<file path="config.mk">
export PLATFORM = sky130hd
export DESIGN_NAME = rob_commit_unit
export DESIGN_NICKNAME = d
export VERILOG_FILES = /design/src/rtl/rob_commit_unit_pkg.sv /design/src/rtl/rob_commit_unit_flush_ctrl.sv /design/src/rtl/rob_commit_unit.sv
export SDC_FILE = /design/constraint.sdc
export NUM_CORES = 1
export LEC_CHECK = 0
export CAP_MARGIN = 20
export CORE_AREA = 3 3 130 82
export DETAILED_ROUTE_END_ITERATION = 10
export DIE_AREA = 0 0 133 85
export PLACE_DENSITY = 0.9
export SLEW_MARGIN = 10
export SYNTH_ARGS = -nofsm -noshare
export SYNTH_HDL_FRONTEND = slang
export SYNTH_HIERARCHICAL = 1
export SYNTH_SLANG_ARGS = --single-unit
</file>
<file path="constraint.sdc">
create_clock -name clk -period 5.09 [get_ports clk]
set_clock_uncertainty 0.1 [all_clocks]
set_input_delay 1.527 -clock clk [delete_from_list [all_inputs] [get_ports clk]]
set_output_delay 1.527 -clock clk [all_outputs]
set_load 0.005 [all_outputs]
</file>
<file path="src/rtl/rob_commit_unit_pkg.sv">
// Shared types for the ROB commit stage.
//   rob_entry_t        : ROB head entry as seen by the commit stage
//   commit_state_e     : commit FSM states (RUN, FLUSH)
//   rvfi_mem_signals_t : memory fields forwarded on the RVFI trace port
//                        (only used when COMMIT_RVFI_EN is defined)
package rob_commit_unit_pkg;

  localparam int ROB_DEPTH = 16;
  localparam int PHYS_REGS = 64;
  localparam int ROB_IDX_W = $clog2(ROB_DEPTH);
  localparam int PTAG_W    = $clog2(PHYS_REGS);

  typedef logic [PTAG_W-1:0] ptag_t;

  typedef struct packed {
    logic [31:0] pc;
    logic [31:0] pc_next;
    logic        flush;
    logic [4:0]  rd;
    ptag_t       pd;
    ptag_t       old_pd;
    logic        regf_we;
    logic        is_store;
  } rob_entry_t;

  typedef enum logic {
    RUN   = 1'b0,
    FLUSH = 1'b1
  } commit_state_e;

  typedef struct packed {
    logic [31:0] addr;
    logic [3:0]  rmask;
    logic [3:0]  wmask;
    logic [31:0] rdata;
    logic [31:0] wdata;
  } rvfi_mem_signals_t;

endpackage

</file>
<file path="src/rtl/rob_commit_unit_flush_ctrl.sv">
// commit_flush_ctrl: RUN/FLUSH state register and bubble down-counter.
//   clk, rst    : clock, synchronous active-high reset (returns to RUN)
//   flush_req   : the head retiring this cycle is flush-marked
//   in_flush    : FSM is in FLUSH; commit must hold off retirement
//   flush       : one-cycle global flush pulse
module commit_flush_ctrl
  import rob_commit_unit_pkg::*;
#(
  parameter int FLUSH_BUBBLES = 2
) (
  input  logic clk,
  input  logic rst,
  input  logic flush_req,
  output logic in_flush,
  output logic flush
);

  localparam int CNT_W = $clog2(FLUSH_BUBBLES + 1);

  commit_state_e    state, state_next;
  logic [CNT_W-1:0] cnt, cnt_next;

  always_ff @(posedge clk) begin
    if (rst) begin
      state <= RUN;
      cnt   <= '0;
    end else begin
      state <= state_next;
      cnt   <= cnt_next;
    end
  end

  always_comb begin
    state_next = state;
    cnt_next   = cnt;
    in_flush   = 1'b0;
    flush      = 1'b0;
    case (state)
      RUN: begin
        // flush_req is already gated by retirement, which is blocked in FLUSH,
        // so the pulse can never exceed one cycle.
        if (flush_req) begin
          flush      = 1'b1;
          state_next = FLUSH;
          cnt_next   = CNT_W'(FLUSH_BUBBLES);
        end
      end
      FLUSH: begin
        in_flush = 1'b1;
        if (cnt == CNT_W'(1)) begin
          state_next = RUN;
          cnt_next   = '0;
        end else begin
          cnt_next = cnt - CNT_W'(1);
        end
      end
      default: state_next = RUN;
    endcase
  end

endmodule

</file>
<file path="src/rtl/rob_commit_unit.sv">
// rob_commit_unit: retires at most one ROB head entry per cycle.
// Optional feature macro: COMMIT_RVFI_EN (adds the RVFI trace outputs).
// Ports:
//   clk, rst                      : clock, synchronous active-high reset
//   rob_empty, rob_head_valid     : ROB status / head commit bit
//   rob_head                      : head entry
//   rob_dequeue                   : pop ROB head
//   rrf_we, rrf_rd, rrf_pd        : retirement map write
//   fl_push, fl_pd                : stale physical register back to free list
//   st_release, st_release_rdy    : store release handshake with the LSQ
//   flush, redirect_pc            : one-cycle flush and fetch redirect
//   instret                       : retired-instruction counter
//   rvfi_* (COMMIT_RVFI_EN only)  : retirement trace
module rob_commit_unit
  import rob_commit_unit_pkg::*;
#(
  parameter int FLUSH_BUBBLES = 2
) (
  input  logic              clk,
  input  logic              rst,
  input  logic              rob_empty,
  input  logic              rob_head_valid,
  input  rob_entry_t        rob_head,
  output logic              rob_dequeue,
  output logic              rrf_we,
  output logic [4:0]        rrf_rd,
  output ptag_t             rrf_pd,
  output logic              fl_push,
  output ptag_t             fl_pd,
  output logic              st_release,
  input  logic              st_release_rdy,
  output logic              flush,
`ifdef COMMIT_RVFI_EN
  output logic              rvfi_valid,
  output logic [63:0]       rvfi_order,
  output logic [31:0]       rvfi_pc_rdata,
  output logic [31:0]       rvfi_pc_wdata,
  output logic [4:0]        rvfi_rd_addr,
  input  rvfi_mem_signals_t rvfi_mem_in,
  output rvfi_mem_signals_t rvfi_mem,
`endif
  output logic [31:0]       redirect_pc,
  output logic [63:0]       instret
);

  logic in_flush;
  logic retire;
  logic reg_write;

  // A store only retires together with its LSQ release, so a blocked
  // release stalls the whole head with no partial side effects.
  assign retire = !rst && !in_flush && !rob_empty && rob_head_valid &&
                  (!rob_head.is_store || st_release_rdy);

  // x0 is never renamed, so neither the map nor the free list is touched.
  assign reg_write = retire && rob_head.regf_we && (rob_head.rd != 5'd0);

  commit_flush_ctrl #(
    .FLUSH_BUBBLES(FLUSH_BUBBLES)
  ) u_flush_ctrl (
    .clk      (clk),
    .rst      (rst),
    .flush_req(retire && rob_head.flush),
    .in_flush (in_flush),
    .flush    (flush)
  );

  always_comb begin
    rob_dequeue = retire;
    rrf_we      = reg_write;
    fl_push     = reg_write;
    rrf_rd      = reg_write ? rob_head.rd     : 5'd0;
    rrf_pd      = reg_write ? rob_head.pd     : '0;
    fl_pd       = reg_write ? rob_head.old_pd : '0;
    st_release  = retire && rob_head.is_store;
    redirect_pc = flush ? rob_head.pc_next : 32'd0;
  end

  always_ff @(posedge clk) begin
    if (rst) begin
      instret <= 64'd0;
    end else if (retire) begin
      instret <= instret + 64'd1;
    end
  end

`ifdef COMMIT_RVFI_EN
  always_comb begin
    rvfi_valid    = retire;
    rvfi_order    = instret;
    rvfi_pc_rdata = rob_head.pc;
    rvfi_pc_wdata = rob_head.pc_next;
    rvfi_rd_addr  = (rob_head.regf_we && retire) ? rob_head.rd : 5'd0;
    rvfi_mem      = rvfi_mem_in;
  end
`else
  logic unused_pc;
  assign unused_pc = ^rob_head.pc;
`endif

endmodule

</file>
==> impl_metrics.toml <==
[outcome]
status = "finished, violations left"
violations = "setup timing"

[timing]
maxSlewHeadroom_pct = 41.6
rsz0062_at_grt = "true"
setup_ws_ns = -0.0102
post-route-min-period_ns = 5.10
tightestPinTransition_ns = 0.868
final_max_slew_viol_count = 0
hold_viol = 0
max_freq_ghz = 0.196
fin_hold_ws_ns = 0.404
fin_setup_tns_ns = -0.0189
setup_violations = 3
min_period_over_period_pct = 100

[min_path]
min_path_type = "register to register"
hold_depth = 2
holdPathEnd = "instret[63]"
hold_start = "instret[63]"

[synthesis]
synth.distinct_cells = 38
syn_nets = 546
ys_seq_area_share_pct = 36.5
synth_top_area_cell = "dfxtp_1"
async_flop_share_pct = 0
synth-main-ff-cell = "dfxtp_1"
synth.area.top_cells = "dfxtp_1, and2_1, a21oi_1"
synthCells = 455
yosys.area.top_type_share_pct = 36.5
yosys_warnings = 6
synth_edf_count = 0
synth-seq-cells = 67
synth_area_per_cell_um2 = 8.09
netlist_area_um2 = 3680

[setup_path]
rrSetupSlack_ns = 2.13
slowest_stage = "clkdlybuf4s50_1"
worstPathMaxFanout = 16
crit_path_max_incr_delay_ns = 0.50
reg2reg_to = "instret[55]"
path_common_cell = "clkdlybuf4s50_1"
crit_type = "input pin to primary output"
crit_required_ns = 3.46
cp-end-kind = "primary output"
critPathArrivalTime_ns = 3.47
r2r_cells = 6
path_cells = "clkdlybuf4s50_1 > nor4b_4 > and3_4 > nor2b_4 > buf_8 > and2_1 > clkdlybuf4s50_1"
startpoint_type = "input pin"
reg2reg_from = "u_flush_ctrl/state"

[clock_tree]
tritoncts = "done"
cts.clk_slew.worst_paths_ns = 0.05
worstSkewPairLatency_ns = 0.34
cts-root-buf = "clkbuf_16"
htreeDepth = 3
clk_path_buf_depth = 2
numCtsBuffers = 9
cts_num_sinks = 67
postCtsHoldBufs = 0

[detailed_routing]
viasPerCell = 5.49
wire_per_inst_um = 16.5
drtPass1Iterations = 5
drc_errors = 0
drt-total-wl_um = 12900
dr_total_vias = 4271
drt_iter0_markers = 245
postRouteAntennaNets = 0

[pwr]
leakage_uw = 0.00265
max-vdd-ir-drop_mv = 0.177
switchingPower_uw = 258
p_clk_share_pct = 54.5
combPwrFrac_pct = 6.7
p_sw_share_pct = 19.0
internal_power_uw = 1100
powerDensity_nw_per_um2 = 222
seqPwrFrac_pct = 38.8

[floorplan]
num_rows = 28
die_y_um = 85
initial_core_util_pct = 38.2
coreArea_um2 = 9630
dieArea_um2 = 11300
fp.dieW_um = 133
boundaryPins = 207

[global_route]
grt_pass1_vias = 4214
grt_max_degree = 70
grt_pass1_wl_um = 20800
grtUsageTotal_pct = 22.5
antenna_found_initial = 0
grt_overflow = 0

[placement]
port_buffers = 174
place_hpwl_um = 9470
gp_congestion = 0.883

[final_layout]
nFillCells = 770
areaGrowthSynthToFinish_pct = 66.7
drive_gt1_share_pct = 7.93
finalNetCount = 729
insertedDiodeCount = 0

[job]
cap_violations = 0
==> worst max-delay path by stage <==
stage	from	to	slack, ns	cells past startpoint
finish	rob_head_valid	redirect_pc[11]	-0.01	7
global route	rob_head_valid	redirect_pc[0]	-0.07	7
CTS	rob_head_valid	redirect_pc[23]	-0.02	7
detailed placement	rob_head_valid	redirect_pc[26]	-0.28	7
global placement	rob_head_valid	fl_pd[3]	-0.22	7
floorplan	rst	fl_pd[0]	0.20	6
==> layer usage <==
metal	wire [um]	GRT usage, %	share of wire [%]	vias up
li1	-	-	-	2043
met1	5540	27.7	43	2017
met2	6100	37.7	47	192
met3	1050	7.64	8.1	19
met4	174	6.32	1.4	0
met5	0	0	0	-
==> registers in the layout (all words and copies together), names as in the netlist <==
register            cells
instret                64
u_flush_ctrl/state      1
u_flush_ctrl/cnt        2
==> stage by stage <==
step | instance area, um^2 | worst slack, ns | util [%] | cells | power (uW)
floorplan | 3680 | 0.200 | - | 455 | 561
global placement | 5590 | -0.219 | 58.0 | 756 | 623
detailed placement | 5590 | -0.275 | 58.0 | 756 | 626
CTS | 6010 | -0.0189 | 62.4 | 775 | 1370
global route | 6130 | -0.0660 | 63.7 | 778 | 1400
finish | 6130 | -0.0102 | 63.7 | 778 | 1360
==> synthesized netlist by cell type, types with 7 or more instances <==
master,instances
inv_1,9
nor3_1,10
xor2_1,14
and2_1,49
or3_1,17
nand2_1,34
dfxtp_1,67
or4_1,25
a21oi_1,39
nand3_1,19
and4_1,7
nor2_1,33
clkbuf_1,17
o21ai_0,15
nand4_1,23
xnor2_1,9
nor4_1,9
o31ai_1,24
==> final cells by class <==
class | count | area [um^2] | area share (%)
clock inverters | 4 | 95.1 | 1.55
repair buffers | 192 | 1960 | 31.9
well taps | 135 | 169 | 2.75
multi-input cells | 359 | 2270 | 37.0
clock buffers | 12 | 267 | 4.34
inverters | 9 | 33.8 | 0.551
flip-flops and latches | 67 | 1340 | 21.9
==> logic make-up after synthesis <==
kind of cell	synth area share (%)
AOI/OAI and AO/OA	13.5
xor gates and xnor gates	5.47
adders and majority gates	0.680
buffers and inverters	3.20
DFF	36.5
muxes	0.306
and+or+nand+nor	40.4
==> repair_timing <==
item,4_1_cts,5_1_grt
setup endpoints to repair,52,36
gates cloned,2,0
pin swaps,3,0
gates resized for setup,29,37
buffers inserted,1,3
==> worst max-delay path: cells and delay by family <==
| family | cells | cell delay [ns] |
|---|---|---|
| buf+inv | 3 | 1.14 |
| simple gates | 4 | 0.81 |
==> cell usage in the layout, fill, tap and decap left out, types with 3 or more instances in the layout <==
master,instances
nor4_1,9
nand2_1,34
or4_1,25
buf_6,3
nand3_1,19
bufinv_16,3
clkbuf_8,3
o21ai_0,15
dlygate4sd2_1,16
nand4_1,23
dlymetal6s2s_1,32
a21oi_1,39
buf_4,13
clkbuf_16,9
or3_1,17
inv_1,9
and4_1,7
nor2b_1,3
nand4_2,3
dfxtp_1,67
o31ai_1,24
clkdlybuf4s50_1,125
xnor2_1,9
nor3_1,10
nor2_1,32
xor2_1,14
and3_1,5
and2_1,49
==> power groups by stage <==
stage | registers [uW] | clock network (uW) | logic (uW)
finish | 528 | 742 | 90.9
global route | 528 | 772 | 98.4
CTS | 528 | 750 | 89.3
detailed placement | 539 | 0 | 86.9
global placement | 539 | 0 | 84.2
floorplan | 539 | 0 | 22.2
No activity file was read; power rests on OpenSTA's default activity.
